==> config.mk <==
export PLATFORM = sky130hd
export DESIGN_NAME = seven_seg_scan_flat
export DESIGN_NICKNAME = d
export VERILOG_FILES = /design/src/rtl/seven_seg_if.sv /design/src/rtl/seven_seg_scan.sv /design/src/flat_wrapper.sv
export SDC_FILE = /design/constraint.sdc
export NUM_CORES = 1
export LEC_CHECK = 0
export CAP_MARGIN = 10
export CORE_MARGIN = 2
export CORE_UTILIZATION = 45
export CTS_CLUSTER_SIZE = 24
export DETAILED_ROUTE_END_ITERATION = 8
export PLACE_DENSITY = 0.77
export SYNTH_ARGS = -nofsm -noshare
export SYNTH_HDL_FRONTEND = slang
export SYNTH_SLANG_ARGS = --single-unit
==> constraint.sdc <==
create_clock -name clk -period 7.86 [get_ports clk]
set_input_delay 1.572 -clock clk [delete_from_list [all_inputs] [get_ports clk]]
set_output_delay 1.572 -clock clk [all_outputs]
set_load 0.03 [all_outputs]
==> src/rtl/seven_seg_if.sv <==
// Display-side signal bundle for the 8-digit multiplexed 7-segment driver.
// master = upstream latch stage / bench, slave = scan driver.
interface seven_seg_if;
   logic [31:0] disp_num;
   logic [7:0]  dp_en;
   logic [7:0]  blink_mask;
   logic        lz_blank;
   logic [7:0]  anode;
   logic [7:0]  segment;
   logic        frame_done;

   modport master (
      output disp_num, dp_en, blink_mask, lz_blank,
      input  anode, segment, frame_done
   );

   modport slave (
      input  disp_num, dp_en, blink_mask, lz_blank,
      output anode, segment, frame_done
   );
endinterface

==> src/rtl/seven_seg_scan.sv <==
// Time-multiplexed common-anode 7-segment driver: per-frame snapshot, hex decode,
// dead time between slots, leading-zero blanking, per-digit decimal point and blink.
module seven_seg_scan #(
   parameter int SCAN_DIV     = 50000,
   parameter int DEAD_CYC     = 16,
   parameter int BLINK_FRAMES = 64
) (
   input  logic       clk,
   input  logic       reset,
   seven_seg_if.slave disp
);

   localparam int DIV_W = (SCAN_DIV > 1) ? $clog2(SCAN_DIV) : 1;
   localparam int FRM_W = (BLINK_FRAMES > 1) ? $clog2(BLINK_FRAMES) : 1;

   localparam logic [DIV_W-1:0] DIV_LAST  = DIV_W'(SCAN_DIV - 1);
   localparam logic [FRM_W-1:0] FRM_LAST  = FRM_W'(BLINK_FRAMES - 1);
   localparam logic [31:0]      DEAD_U    = 32'(DEAD_CYC);

   logic [DIV_W-1:0] div_cnt;
   logic [2:0]       idx;
   logic [31:0]      shadow;
   logic [FRM_W-1:0] frame_cnt;
   logic             blink_ph;

   logic             tick;
   logic             frame_wrap;
   logic             dead;
   logic             blank;
   logic [3:0]       nib;
   logic [31:0]      upper;
   logic [7:0]       anode_nxt;
   logic [7:0]       segment_nxt;

   function automatic logic [6:0] hex7(input logic [3:0] v);
      logic [6:0] s;
      case (v)
         4'h0: s = 7'h40;
         4'h1: s = 7'h79;
         4'h2: s = 7'h24;
         4'h3: s = 7'h30;
         4'h4: s = 7'h19;
         4'h5: s = 7'h12;
         4'h6: s = 7'h02;
         4'h7: s = 7'h78;
         4'h8: s = 7'h00;
         4'h9: s = 7'h10;
         4'hA: s = 7'h08;
         4'hB: s = 7'h03;
         4'hC: s = 7'h46;
         4'hD: s = 7'h21;
         4'hE: s = 7'h06;
         default: s = 7'h0E;
      endcase
      return s;
   endfunction

   always_comb begin
      tick        = (div_cnt == DIV_LAST);
      frame_wrap  = tick && (idx == 3'd7);
      dead        = (32'(div_cnt) < DEAD_U);
      nib         = shadow[{idx, 2'b00} +: 4];
      // Everything at and above the current nibble; zero means a leading zero.
      upper       = shadow >> {idx, 2'b00};
      blank       = (disp.blink_mask[idx] && blink_ph) ||
                    (disp.lz_blank && (idx != 3'd0) && (upper == 32'd0));
      anode_nxt   = 8'hFF;
      segment_nxt = 8'hFF;
      if (!dead && !blank) begin
         anode_nxt   = ~(8'b1 << idx);
         segment_nxt = {~disp.dp_en[idx], hex7(nib)};
      end
   end

   always_ff @(posedge clk or negedge reset) begin
      if (!reset) begin
         div_cnt         <= '0;
         idx             <= 3'd0;
         shadow          <= 32'd0;
         frame_cnt       <= '0;
         blink_ph        <= 1'b0;
         disp.anode      <= 8'hFF;
         disp.segment    <= 8'hFF;
         disp.frame_done <= 1'b0;
      end else begin
         if (tick) begin
            div_cnt <= '0;
            idx     <= idx + 3'd1;
         end else begin
            div_cnt <= div_cnt + DIV_W'(1);
         end

         // Latch once per frame so a mid-frame update never tears the display.
         if ((div_cnt == '0) && (idx == 3'd0))
            shadow <= disp.disp_num;

         if (frame_wrap) begin
            if (frame_cnt == FRM_LAST) begin
               frame_cnt <= '0;
               blink_ph  <= ~blink_ph;
            end else begin
               frame_cnt <= frame_cnt + FRM_W'(1);
            end
         end

         disp.frame_done <= frame_wrap;
         disp.anode      <= anode_nxt;
         disp.segment    <= segment_nxt;
      end
   end

endmodule

==> src/flat_wrapper.sv <==
// flat-port wrapper written by rule: the top's interface ports become plain ports
module seven_seg_scan_flat 
#(
   parameter int SCAN_DIV     = 50000,
   parameter int DEAD_CYC     = 16,
   parameter int BLINK_FRAMES = 64
)
  (clk, reset, disp_disp_num, disp_dp_en, disp_blink_mask, disp_lz_blank, disp_anode, disp_segment, disp_frame_done);
  seven_seg_if disp_i ();
  input  logic clk;
  input  logic reset;
  input wire logic [$bits(disp_i.disp_num)-1:0] disp_disp_num;
  input wire logic [$bits(disp_i.dp_en)-1:0] disp_dp_en;
  input wire logic [$bits(disp_i.blink_mask)-1:0] disp_blink_mask;
  input wire logic [$bits(disp_i.lz_blank)-1:0] disp_lz_blank;
  output wire logic [$bits(disp_i.anode)-1:0] disp_anode;
  output wire logic [$bits(disp_i.segment)-1:0] disp_segment;
  output wire logic [$bits(disp_i.frame_done)-1:0] disp_frame_done;
  assign disp_i.disp_num = disp_disp_num;
  assign disp_i.dp_en = disp_dp_en;
  assign disp_i.blink_mask = disp_blink_mask;
  assign disp_i.lz_blank = disp_lz_blank;
  assign disp_anode = disp_i.anode;
  assign disp_segment = disp_i.segment;
  assign disp_frame_done = disp_i.frame_done;
  seven_seg_scan #(.SCAN_DIV(SCAN_DIV), .DEAD_CYC(DEAD_CYC), .BLINK_FRAMES(BLINK_FRAMES)) u_core (.clk(clk), .reset(reset), .disp(disp_i));
endmodule
# Yosys cells after proc, flatten, opt, wreduce, memory -nomap -nowiden
# Memory sizes are Yosys's and may differ from the RTL's.
# Index checks and enable logic that the tools add are counted.
# word_totals
register_bits	75
romBits	112
inputBits	51
output_inout_bits	17
n_memories	1
# op_classes
add_sub_neg	3
order_cmp	2
eq_ne	3
n_shift	3
muxes	8
n_bitwise	3
reduce_logical	14
# mem_list
memory	words	width	read_ports	rd_ports_with_merged_regs	wr	line_no	rtl
(name not given)	16	7	1	0	0	seven_seg_scan.sv:37	case (v)
# op_table
op	count
$logic_not A32 Y1	1
$shiftx A32 B6 Y4	1
$shr A32 B5 Y32	1
$add A16 B1 Y16 const B	1
$eq A16 B16 Y1 const B	1
$logic_not A16 Y1	1
$lt A16 B5 Y1 const B	1
$mux W16	1
$mux W8	2
$not A8 Y8	1
$shl A1 B3 Y8 const A	1
$add A6 B1 Y6 const B	1
$bmux W1 S3	2
$eq A6 B6 Y1 const B	1
$logic_and A1 B1 Y1	6
$mux W6	1
$lt A3 B4 Y1 const B	1
$add A3 B1 Y3 const B	1
$eq A3 B3 Y1 const B	1
$logic_not A3 Y1	1
$reduce_bool A3 Y1	1
$logic_not A1 Y1	2
$mux W1	2
$not A1 Y1	2
2 further kinds	2

# Logic depth before layout (Yosys ltp)
# Gate-level depths: netlist of the first run.
# depth
word_depth	7
ltp_mapped	12
mapped_depth_nobuf	10

# Worst setup path before layout of the first run
# OpenSTA, ideal clock, no wires.
# synth_timing
path_kind	input -> register
from	in disp_blink_mask[3]
to	reg u_core.disp.segment[4]
setup_ns	0.094
arrival_time_ns	2.715
required_ns	7.766
slack_ns	5.051
cell_stages	6
path_cell_list	mux4_2 > nand2_1 > nand2_1 > a211oi_2 > buf_6 > o221ai_1
# synth_between
elab_chain_len	7
# synth_rtl
element	line_no	rtl
start: declaration	flat_wrapper.sv:14	input wire logic [$bits(disp_i.blink_mask)-1:0] disp_blink_mask;
$bmux W1 S3	seven_seg_scan.sv:65	blank = (disp.blink_mask[idx] && blink_ph) ||
$mux W1 (not written as such)	seven_seg_scan.sv:65	
$logic_and A1 B1 Y1	seven_seg_scan.sv:65	
$logic_or A1 B1 Y1	seven_seg_scan.sv:65	
$logic_not A1 Y1	seven_seg_scan.sv:69	if (!dead && !blank) begin
$logic_and A1 B1 Y1	seven_seg_scan.sv:69	
$mux W8	seven_seg_scan.sv:69	
net u_core.segment_nxt[4]	seven_seg_scan.sv:33	logic [7:0] segment_nxt;
end signal: assignment	seven_seg_scan.sv:108	disp.segment <= segment_nxt;
end: declaration	seven_seg_if.sv:19	output anode, segment, frame_done
# The timed path passes the listed nets, and every way through them passes these cells. The select of a mux whose other input is x is not followed.
# A chain may end at the register's enable or synchronous reset.

# Worst setup path after layout of the first run
# layout_timing
from	in disp_blink_mask[2]
to	reg u_core.disp.segment[4]
# The elaborated chain is that of the path after synthesis.

==> summary.md, run 1 <==
| Metric | Value |
|---|---|
| Global-route wire length before repair | `between 15,000 and 20,000 um` |
| Final WS setup | `~4.5 ns` |
| GRT Util Overall | `0.191` |
| Hold-fix buffer count after cts | `0` |
| Synth top area share | `0.339` |
| Post-Syn Nets | `between 400 and 500` |
| Fmax | `a little under 300 MHz` |
| Ys Warns | `0` |
| Die area | `about 10,000 um^2` |
| Clock slew seen by the registers of the worst setup and hold paths | `approximately 0.09 ns` |
| Max-capacitance violation count | `0` |
| Setup violators final | `0` |
| Yosys cell types | `57` |
| Slew Viols, Final | `0` |
| Tightest Hold Check Type | `reg -> reg` |
| Mapped Area | `between 4000 and 5000 um^2` |
| Minimum clock period | `between 3 and 4 ns` |
| Clock Sinks | `75` |
| Post-synth top area cell | `dfrtp_1` |
| Synth Register Bits | `between 70 and 80` |
| Vias per cell | `5.40` |
| Root Buffer | `clkbuf_8` |
| Largest net degree at the start of global routing | `76` |
| CTS Buffer Depth | `2` |
| Asr flop ratio synth | `1.00` |
| Core Area | `slightly above 9000 um^2` |
| Initial DRC Count | `around 220` |
| Share of layout cells above drive strength 1 | `0.209` |
| Die outline width | `102 um` |
| TritonCTS clock tree | `done` |
| Max-Slew Margin vs Limit | `0.372` |
| Post-route ant nets | `0` |
| Vias in the first global route | `3,099` |
| Cell row count | `35` |
| TNS Setup | `0 ns` |
| Period utilization | `0.429` |
| Pre-CTS WS | `between 4 and 5 ns` |
| Gr ovfl total | `0` |
| Clock Skew | `0.0136 ns` |
| Sequential area share after synthesis | `0.436` |
| Initial antenna violation count | `0` |
| Worst-Skew Late Latency | `roughly 0.36 ns` |
| H-tree depth | `3` |
| Initial cell density of the core | `0.466` |
| Post-CTS Setup Bufs | `0` |
| DRT Pass-1 Iters | `4` |
| Fin. Hold Viols | `0` |
| Number of fillers in the final layout | `782` |
| Arr. time, crit path | `between 3 and 4 ns` |
| GP Congestion | `~0.86` |
| Largest fanout on the critical path | `12` |
| Dpl hpwl | `6710 um` |
| Io pins | `roughly 70` |
| Startpoint types | `primary input` |
| Post-synth EDFFs | `0` |
| Commonest cells post-synth | `dfrtp_1 (59), mux2_4 (30), nand2_1 (29), nor2_1 (25), mux2i_1 (19)` |
| Leakage Power | `0.00218 uW` |
| Critical Path RT | `between 8 and 9 ns` |
| Most frequent cell after synthesis | `dfrtp_1` |
| Synth-to-Final Area Change | `20.5%` |
| IR drop worst, VDD | `0.0708 mV` |
| Die H | `102 um` |
| Crit-path most repeated cell | `nand2_1` |
| Slowest Stage Delay on Critical Path | `approximately 0.7 ns` |
| Slew @ Worst Pin | `a little over 0.9 ns` |
| Slowest stage cell, crit path | `a211oi_2` |
| Cell area power density | `155 nW/um^2` |
| Non-Filler Instances | `about 560` |
| Cell count after placement | `roughly 550` |
| CTS resizes | `0` |
| Final net count | `approximately 500` |
| Post-synth top flop | `dfrtp_1` |
| WL/cell | `about 16 um` |
| RSZ-0062 raised after global routing | `false` |
| Setup CP Type | `in -> reg` |
| Outcome | `finished, final reports clean` |
| Crit-path cells | `clkdlybuf4s50_1, mux4_2, nand2_1, nand2_1, a211oi_2, o221ai_1` |
| Buffers on Ports | `67` |
| Syn avg cell area | `between 10 and 15 um^2` |
| Residual DRC | `0` |
| Worst setup EP type | `flop` |
| Vias | `approximately 3,000` |
| WL final | `~9000 um` |
| Diode count | `0` |
| TritonCTS buffer count | `9` |
| Cells after Synth | `around 370` |
| Top post-synthesis cells by area | `dfrtp_1 (34%), mux2_4 (10%), dfstp_2 (9.7%)` |
[registers in the layout (all words and copies together) (netlist names)]
| signal | flops |
|---|---|
| u_core.disp.frame_done | 1 |
| u_core.shadow | 32 |
| u_core.blink_ph | 1 |
| u_core.idx | 3 |
| u_core.div_cnt | 16 |
| u_core.disp.anode | 8 |
| u_core.frame_cnt | 6 |
| u_core.disp.segment | 8 |
[metal layers]
layer	track usage	up-vias	share of wire
met5	0	-	0
li1	-	1460	-
met3	0.0431	12	0.052
met1	0.273	1487	0.48
met2	0.288	87	0.45
met4	0.0677	0	0.018
[cells by family after synthesis]
logic type / share of synthesized area
DFF: 0.436
buffers and inverters: 0.0463
xor gates and xnor gates: 0.0362
AOI/OAI and AO/OA: 0.0984
and+or+nand+nor: 0.138
adders and majority gates: 0.0432
muxes: 0.202
[path summary, 6_finish.rpt]
kind | from | end | slack [ns] | cells after the start
hold / removal | u_core.frame_cnt[5] | u_core.frame_cnt[5] | 0.49 | 1
hold reg to reg | u_core.frame_cnt[5] | u_core.frame_cnt[5] | 0.49 | 1
setup reg to reg | u_core.idx[0] | u_core.disp.segment[4] | 4.85 | 8
setup / recovery | disp_blink_mask[2] | u_core.disp.segment[4] | 4.49 | 6
min in group asynchronous | reset | u_core.shadow[1] | 1.41 | 2
max in group asynchronous | reset | u_core.div_cnt[15] | 5.84 | 2
[final cells by class]
class                           count  area [um^2]  share of cell area
Multi-Input combinational cell    265         2250               0.429
Sequential cell                    75         1900               0.362
Timing Repair Buffer               71          696               0.133
Tap cell                          129          161              0.0308
Clock buffer                        9          124              0.0236
Clock inverter                      7         82.6              0.0158
Inverter                            8         31.3             0.00597
[cell usage in the layout (no fill, tap or decap), types with 2 or more instances in the layout]
master / n
nor4_1: 5
a21oi_1: 7
xor2_1: 12
nand2b_1: 2
clkdlybuf4s50_1: 66
mux2i_1: 19
o21ai_0: 10
nor2_1: 25
o221ai_1: 3
dfstp_2: 16
nand3_1: 18
mux2_2: 3
o211ai_1: 4
xnor2_1: 6
and3_1: 7
nor3_1: 11
buf_4: 4
o31ai_1: 2
mux2_4: 30
a31oi_1: 2
a211oi_1: 4
and2_1: 2
or4_1: 3
o22a_1: 3
inv_6: 3
clkinvlp_4: 2
mux4_2: 9
nand2_1: 29
dfrtp_1: 59
nor2b_1: 3
nand4_1: 3
clkbuf_8: 9
inv_1: 7
o21ai_1: 7
ha_1: 15
and4_1: 2
[power breakdown]
part / total (uW) / switching (uW) / internal (uW)
registers: 412 / 12.0 / 400
clock network: 311 / 159 / 152
logic: 87.9 / 36.4 / 51.5
[through the flow]
step	area, um^2	hold WS (ns)	utilization	power, uW
2_1_floorplan	4350	0.438	-	458
3_3_place_gp	5040	0.468	0.540	505
3_5_place_dp	5040	0.471	0.540	508
4_1_cts	5240	0.489	0.562	820
5_1_grt	5240	0.502	0.562	844
6_report	5240	0.489	0.562	811
[critical path: cells and delay by family]
kind                   cells  cell delay (ns)
AO/OA/AOI/OAI              2             0.91
multiplexers               1             0.51
buffers and inverters      1             0.44
AND/OR/NAND/NOR            2             0.19
(Power assumes the default switching activity.)
==> inputs of run 2 (changes only) <==
Settings changed: PLACE_DENSITY 0.77 to 0.79.
Clock period 7.86 ns to 2.79 ns, I/O delays scaled along.
==> summary.md, run 2 (same netlist as run 1, synthesis figures left out) <==
| Metric | Value |
|---|---|
| Reg area | `1900 um^2 (unchanged)` |
| Initial cell density of the core | `0.466 (unchanged)` |
| Critical Path Start | `u_core.idx[0]` |
| Residual DRC | `0 (unchanged)` |
| R2r endpoint | `u_core.disp.anode[1]` |
| Pre-CTS WS | `0.273 ns (-3.85 ns)` |
| Share of layout cells above drive strength 1 | `0.226 (+0.0173)` |
| Max-capacitance violation count | `0 (unchanged)` |
| Worst reg2reg path depth | `7 (-1)` |
| Core Area | `9330 um^2 (unchanged)` |
| Outcome | `finished, final reports clean` |
| H-tree depth | `3 (unchanged)` |
| Vias | `3,186 (+4.6%)` |
| Final WS setup | `0.252 ns (-4.23 ns)` |
| Startpoint types | `flop` |
| Gr ovfl total | `0 (unchanged)` |
| Sw Share | `0.238 (-0.0172)` |
| RSZ-0062 raised after global routing | `false` |
| Post-CTS Setup Bufs | `0 (unchanged)` |
| Minimum clock period | `about 2.5 ns` |
| Slew @ Worst Pin | `0.546 ns (-0.388 ns)` |
| Top flop regs | `u_core.shadow x32, u_core.div_cnt x16` |
| Arr. time, crit path | `2.80 ns (-0.82 ns)` |
| Period utilization | `0.910` |
| Vias per cell | `5.54 (+2.6%)` |
| Diode count | `0 (unchanged)` |
| WL/cell | `17.2 um (+6.8%)` |
| Cell row count | `35 (unchanged)` |
| Dpl hpwl | `7320 um (+9.2%)` |
| Largest fanout on the critical path | `15 (+3)` |
| Clock Skew | `0.00790 ns (-0.00575 ns)` |
| Fmax | `between 300 and 400 MHz` |
| Hold slack | `0.116 ns (-0.373 ns)` |
| Synth-to-Final Area Change | `22.4%` |
| Tightest Hold Check Type | `in -> async` |
| Setup CP Type | `reg -> reg` |
| Internal Power | `1710 uW (+180%)` |
| Worst-Skew Late Latency | `0.35 ns (about the same)` |
| GRT Util Overall | `0.204 (+0.0129)` |
| Largest reg by FF count | `u_core.shadow` |
| Flop pwr share | `0.518 (+0.010)` |
| WL final | `9870 um (+8.9%)` |
| TritonCTS clock tree | `done` |
| Leakage Power | `0.00224 uW (+2.6%)` |
| Clock slew seen by the registers of the worst setup and hold paths | `0.08 ns (about the same)` |
| Area occupied by multi-input gates | `2250 um^2 (unchanged)` |
| Max-Slew Margin vs Limit | `0.626 (+0.253)` |
| Most common cell after layout, fill and taps aside | `clkdlybuf4s50_1` |
| Io pins | `68 (unchanged)` |
| Vias in the first global route | `3,314 (+6.9%)` |
| Die outline width | `102 um (unchanged)` |
| Most frequent cells in the layout | `clkdlybuf4s50_1 (66), dfrtp_1 (59), mux2_4 (30)` |
| Slowest Stage Delay on Critical Path | `0.57 ns (-0.13 ns)` |
| TNS Setup | `0 ns (unchanged)` |
| Initial antenna violation count | `0 (unchanged)` |
| Cell area power density | `421 nW/um^2 (+170%)` |
| Worst setup EP type | `flop` |
| Number of fillers in the final layout | `791 (+1.2%)` |
| Slew Viols, Final | `0 (unchanged)` |
| Worst R2R Setup Slack | `0.25 ns (-4.60 ns)` |
| Switching power | `534 uW (+160%)` |
| Buffers on Ports | `67 (unchanged)` |
| CTS resizes | `0 (unchanged)` |
| Global-route wire length before repair | `16,400 um (+5.7%)` |
| Post-route ant nets | `0 (unchanged)` |
| Die H | `102 um (unchanged)` |
| Largest register FFs | `32 (unchanged)` |
| Setup violators final | `0 (unchanged)` |
| TritonCTS buffer count | `9 (unchanged)` |
| CTS Buffer Depth | `2 (unchanged)` |
| Final net count | `507 (+2.2%)` |
| Critical Path RT | `3.05 ns (-5.06 ns)` |
| Root Buffer | `clkbuf_8` |
| Largest net degree at the start of global routing | `33 (-57%)` |
| Combinational power share | `0.113 (+0.005)` |
| Reg2reg start | `u_core.idx[0]` |
| Initial DRC Count | `177 (-19%)` |
| GP Congestion | `0.930 (+8.7%)` |
| DRT Pass-1 Iters | `4 (unchanged)` |
| Clock Sinks | `75 (unchanged)` |
| Fin. Hold Viols | `0 (unchanged)` |
| Power share of the clock group | `0.369 (-0.014)` |
| Slowest stage cell, crit path | `mux4_2` |
| Hold-fix buffer count after cts | `0 (unchanged)` |
| Crit-path cells | `mux4_2, nand2_1, and2_1, ha_1, nand3_1, o311a_4, o211ai_1` |
| Die area | `10,500 um^2 (unchanged)` |
| IR drop worst, VDD | `0.189 mV (+170%)` |
-- run 2: cell count changes in the layout (fill, tap and decap cells not counted), sizes merged --
cell      change
inv           -4
clkbuf        +2
clkinvlp      -1
buf          +11
clkinv        +3
-- run 2: worst max path at each step --
stage	endpoint	slack, ns
final	u_core.disp.anode[1]	0.25
after global routing	u_core.disp.segment[2]	0.1
after CTS	u_core.disp.anode[1]	0.24
after detailed placement	u_core.disp.anode[1]	0.27
after global placement	u_core.disp.segment[3]	0.38
after floorplan	u_core.disp.segment[0]	0.24
-- run 2: stage by stage --
stage                     utilization  total power, uW  instance area, um^2  instances
after floorplan                     -             1290                 4350        366
after global placement          0.550             1430                 5130        559
after detailed placement        0.550             1440                 5130        559
after CTS                       0.571             2260                 5330        575
after global routing            0.571             2340                 5330        575
final                           0.571             2240                 5330        575
-- run 2: power by group through the flow --
stage | sequential (uW) | combinational [uW] | clock [uW]
3_3_place_gp | 1180 | 247 | 0
6_report | 1160 | 253 | 828
2_1_floorplan | 1190 | 100 | 0
5_1_grt | 1170 | 275 | 895
3_5_place_dp | 1180 | 255 | 0
4_1_cts | 1160 | 256 | 848
-- run 2: cell type report --
class,instances,area share
Clock buffer,11,0.0266
Multi-Input combinational cell,265,0.423
Sequential cell,75,0.356
Clock inverter,5,0.00987
Tap cell,129,0.0303
Timing Repair Buffer,82,0.148
Inverter,8,0.00587
-- run 2: critical path, delay by kind of cell (launching register included) --
family	cells	cell delay [ns]
adders and majority gates	1	0.23
DFF	1	0.51
AOI/OAI and AO/OA	2	0.72
and+or+nand+nor	3	0.42
muxes	1	0.57
-- run 2: metal layers --
layer,track usage,vias to the layer above,part of all wire
li1,-,1488,-
met1,0.261,1576,0.44
met2,0.340,111,0.49
met3,0.0445,11,0.051
met4,0.0800,0,0.018
met5,0,-,0
==> inputs of run 3 (changes only) <==
Settings changed: CORE_ASPECT_RATIO from default to 1.1.
==> summary.md, run 3 (same netlist as run 1, synthesis figures left out) <==
| Metric | Value |
|---|---|
| Outcome | `finished, final reports clean` |
| Synth-to-Final Area Change | `23.4%` |
| Startpoint types | `flop` |
| Hold-fix buffer count after cts | `0 (unchanged)` |
| Cell row count | `37 (+5.7%)` |
| Initial DRC Count | `168 (-5.1%)` |
| H-tree depth | `3 (unchanged)` |
| Minimum clock period | `2.45 ns (-0.0931 ns)` |
| Switching power | `564 uW (+5.6%)` |
| Root Buffer | `clkbuf_8` |
| Post-CTS Setup Bufs | `0 (unchanged)` |
| Slew Viols, Final | `0 (unchanged)` |
| Final net count | `506 (-0.20%)` |
| DRT Pass-1 Iters | `5 (+1)` |
| Tightest Hold Check Type | `in -> async` |
| Power share of the clock group | `0.405 (+0.036)` |
| Worst R2R Setup Slack | `0.34 ns (+0.09 ns)` |
| Global-route wire length before repair | `16,300 um (-0.76%)` |
| Clock slew seen by the registers of the worst setup and hold paths | `0.08 ns (about the same)` |
| Combinational power share | `0.107 (-0.006)` |
| Diode count | `0 (unchanged)` |
| Initial cell density of the core | `0.463 (-0.00348)` |
| Most common cell after layout, fill and taps aside | `clkdlybuf4s50_1` |
| Sw Share | `0.237 (-0.000958)` |
| CTS Buffer Depth | `2 (unchanged)` |
| Fmax | `409 MHz (+3.8%)` |
| TritonCTS buffer count | `9 (unchanged)` |
| Reg2reg start | `u_core.idx[0]` |
| Largest net degree at the start of global routing | `40 (+21%)` |
| Slowest stage cell, crit path | `mux4_2` |
| Arr. time, crit path | `2.71 ns (-0.09 ns)` |
| Post-route ant nets | `0 (unchanged)` |
| Dpl hpwl | `7160 um (-2.2%)` |
| R2r endpoint | `u_core.disp.anode[2]` |
| Slowest Stage Delay on Critical Path | `0.56 ns (about the same)` |
| WL final | `9480 um (-4.0%)` |
| Setup CP Type | `reg -> reg` |
| Share of layout cells above drive strength 1 | `0.227 (+0.000509)` |
| Max-capacitance violation count | `0 (unchanged)` |
| IR drop worst, VDD | `0.217 mV (+15%)` |
| Cell area power density | `443 nW/um^2 (+5.2%)` |
| Gr ovfl total | `0 (unchanged)` |
| CP bufs+invs | `0 (unchanged)` |
| Crit-path cells | `mux4_2, nand2_1, and2_1, ha_1, nand3_1, o311a_4, o211ai_1` |
| Clock Skew | `0.00697 ns (-0.000932 ns)` |
| Clock Sinks | `75 (unchanged)` |
| Residual DRC | `0 (unchanged)` |
| TritonCTS clock tree | `done` |
| Max-Slew Margin vs Limit | `0.612 (-0.0136)` |
| GRT Util Overall | `0.195 (-0.00886)` |
| Fin. Hold Viols | `0 (unchanged)` |
| Design Area, Final | `5370 um^2 (+0.78%)` |
| Largest register FFs | `32 (unchanged)` |
| Vias per cell | `5.63 (+1.7%)` |
| Core Area | `9400 um^2 (+0.75%)` |
| Die outline width | `97.7 um (-4.5%)` |
| Buffers on Ports | `67 (unchanged)` |
| Top flop regs | `u_core.shadow x32, u_core.div_cnt x16` |
| Slew @ Worst Pin | `0.566 ns (+0.0198 ns)` |
| Tot Pwr | `2380 uW (+6.1%)` |
| Flop pwr share | `0.488 (-0.030)` |
| Post-DP Area | `5130 um^2 (about the same)` |
| Worst-Skew Late Latency | `0.35 ns (about the same)` |
| WL/cell | `16.9 um (-1.8%)` |
| Largest fanout on the critical path | `15 (unchanged)` |
| Most frequent cells in the layout | `clkdlybuf4s50_1 (66), dfrtp_1 (59), mux2_4 (30)` |
| Worst path top cell family by delay | `compound AO/OA/AOI/OAI gates` |
| Die H | `107 um (+4.7%)` |
| GP Congestion | `0.930 (about the same)` |
| Die area | `10,500 um^2 (about the same)` |
| Period utilization | `0.876 (-0.0334)` |
| Setup violators final | `0 (unchanged)` |
| Worst reg2reg path depth | `7 (unchanged)` |
| Initial antenna violation count | `0 (unchanged)` |
| Vias in the first global route | `3,269 (-1.4%)` |
| Internal Power | `1810 uW (+6.2%)` |
| Largest reg by FF count | `u_core.shadow` |
| RSZ-0062 raised after global routing | `false` |
| TNS Setup | `0 ns (unchanged)` |
| Vias | `3,166 (-0.63%)` |
| Io pins | `68 (unchanged)` |
| Leakage Power | `0.00226 uW (+0.96%)` |
| Worst setup EP type | `flop` |
| CTS resizes | `0 (unchanged)` |
| Critical Path RT | `3.06 ns (about the same)` |
-- run 3: cell type report --
| cell class | count | area (um^2) |
|---|---|---|
| clock inverters | 6 | 95.1 |
| multi-input cells | 265 | 2250 |
| flip-flops and latches | 75 | 1900 |
| repair buffers | 81 | 808 |
| fillers | 799 | 4030 |
| well taps | 117 | 146 |
| clock buffers | 10 | 138 |
| inverters | 8 | 31.3 |
-- run 3: worst register-to-register path: stages, from the launching register on --
cell and delay [ns]:
dfrtp_1 0.46, mux4_2 0.56, nand2_1 0.08, and2_1 0.23, ha_1 0.23, nand3_1 0.10, o311a_4 0.47, o211ai_1 0.24
-- run 3: how the worst max path moves through the flow --
stage                            start                      to  slack [ns]  cells after the start
floorplan                u_core.idx[1]  u_core.disp.segment[0]        0.24                      9
global placement    disp_blink_mask[3]  u_core.disp.segment[3]        0.41                      7
detailed placement       u_core.idx[0]    u_core.disp.anode[2]        0.35                      7
CTS                      u_core.idx[0]    u_core.disp.anode[2]        0.33                      7
global route             u_core.idx[0]  u_core.disp.segment[3]        0.18                      7
finish                   u_core.idx[0]    u_core.disp.anode[2]        0.34                      7
-- run 3: power groups by stage --
stage | registers, uW | logic [uW] | clock network, uW
after floorplan | 1190 | 100 | 0
after global placement | 1180 | 251 | 0
after detailed placement | 1180 | 258 | 0
after CTS | 1160 | 258 | 982
after global routing | 1170 | 277 | 1030
final | 1160 | 255 | 963
-- run 3: metal layers --
layer / up-vias / GRT usage / wire [um]
met5: - / 0 / 0
met4: 0 / 0.0794 / 139
met3: 9 / 0.0319 / 465
met2: 100 / 0.324 / 4670
met1: 1578 / 0.256 / 4210
li1: 1479 / - / -
-- run 3: stage by stage --
stage               hold WS [ns]  utilization  setup slack [ns]  std cells
floorplan                  0.262            -             0.243        366
global placement           0.461        0.546             0.408        546
global route              0.0950        0.571             0.185        562
detailed placement         0.482        0.546             0.348        546
CTS                       0.0914        0.571             0.334        562
finish                    0.0952        0.571             0.345        562
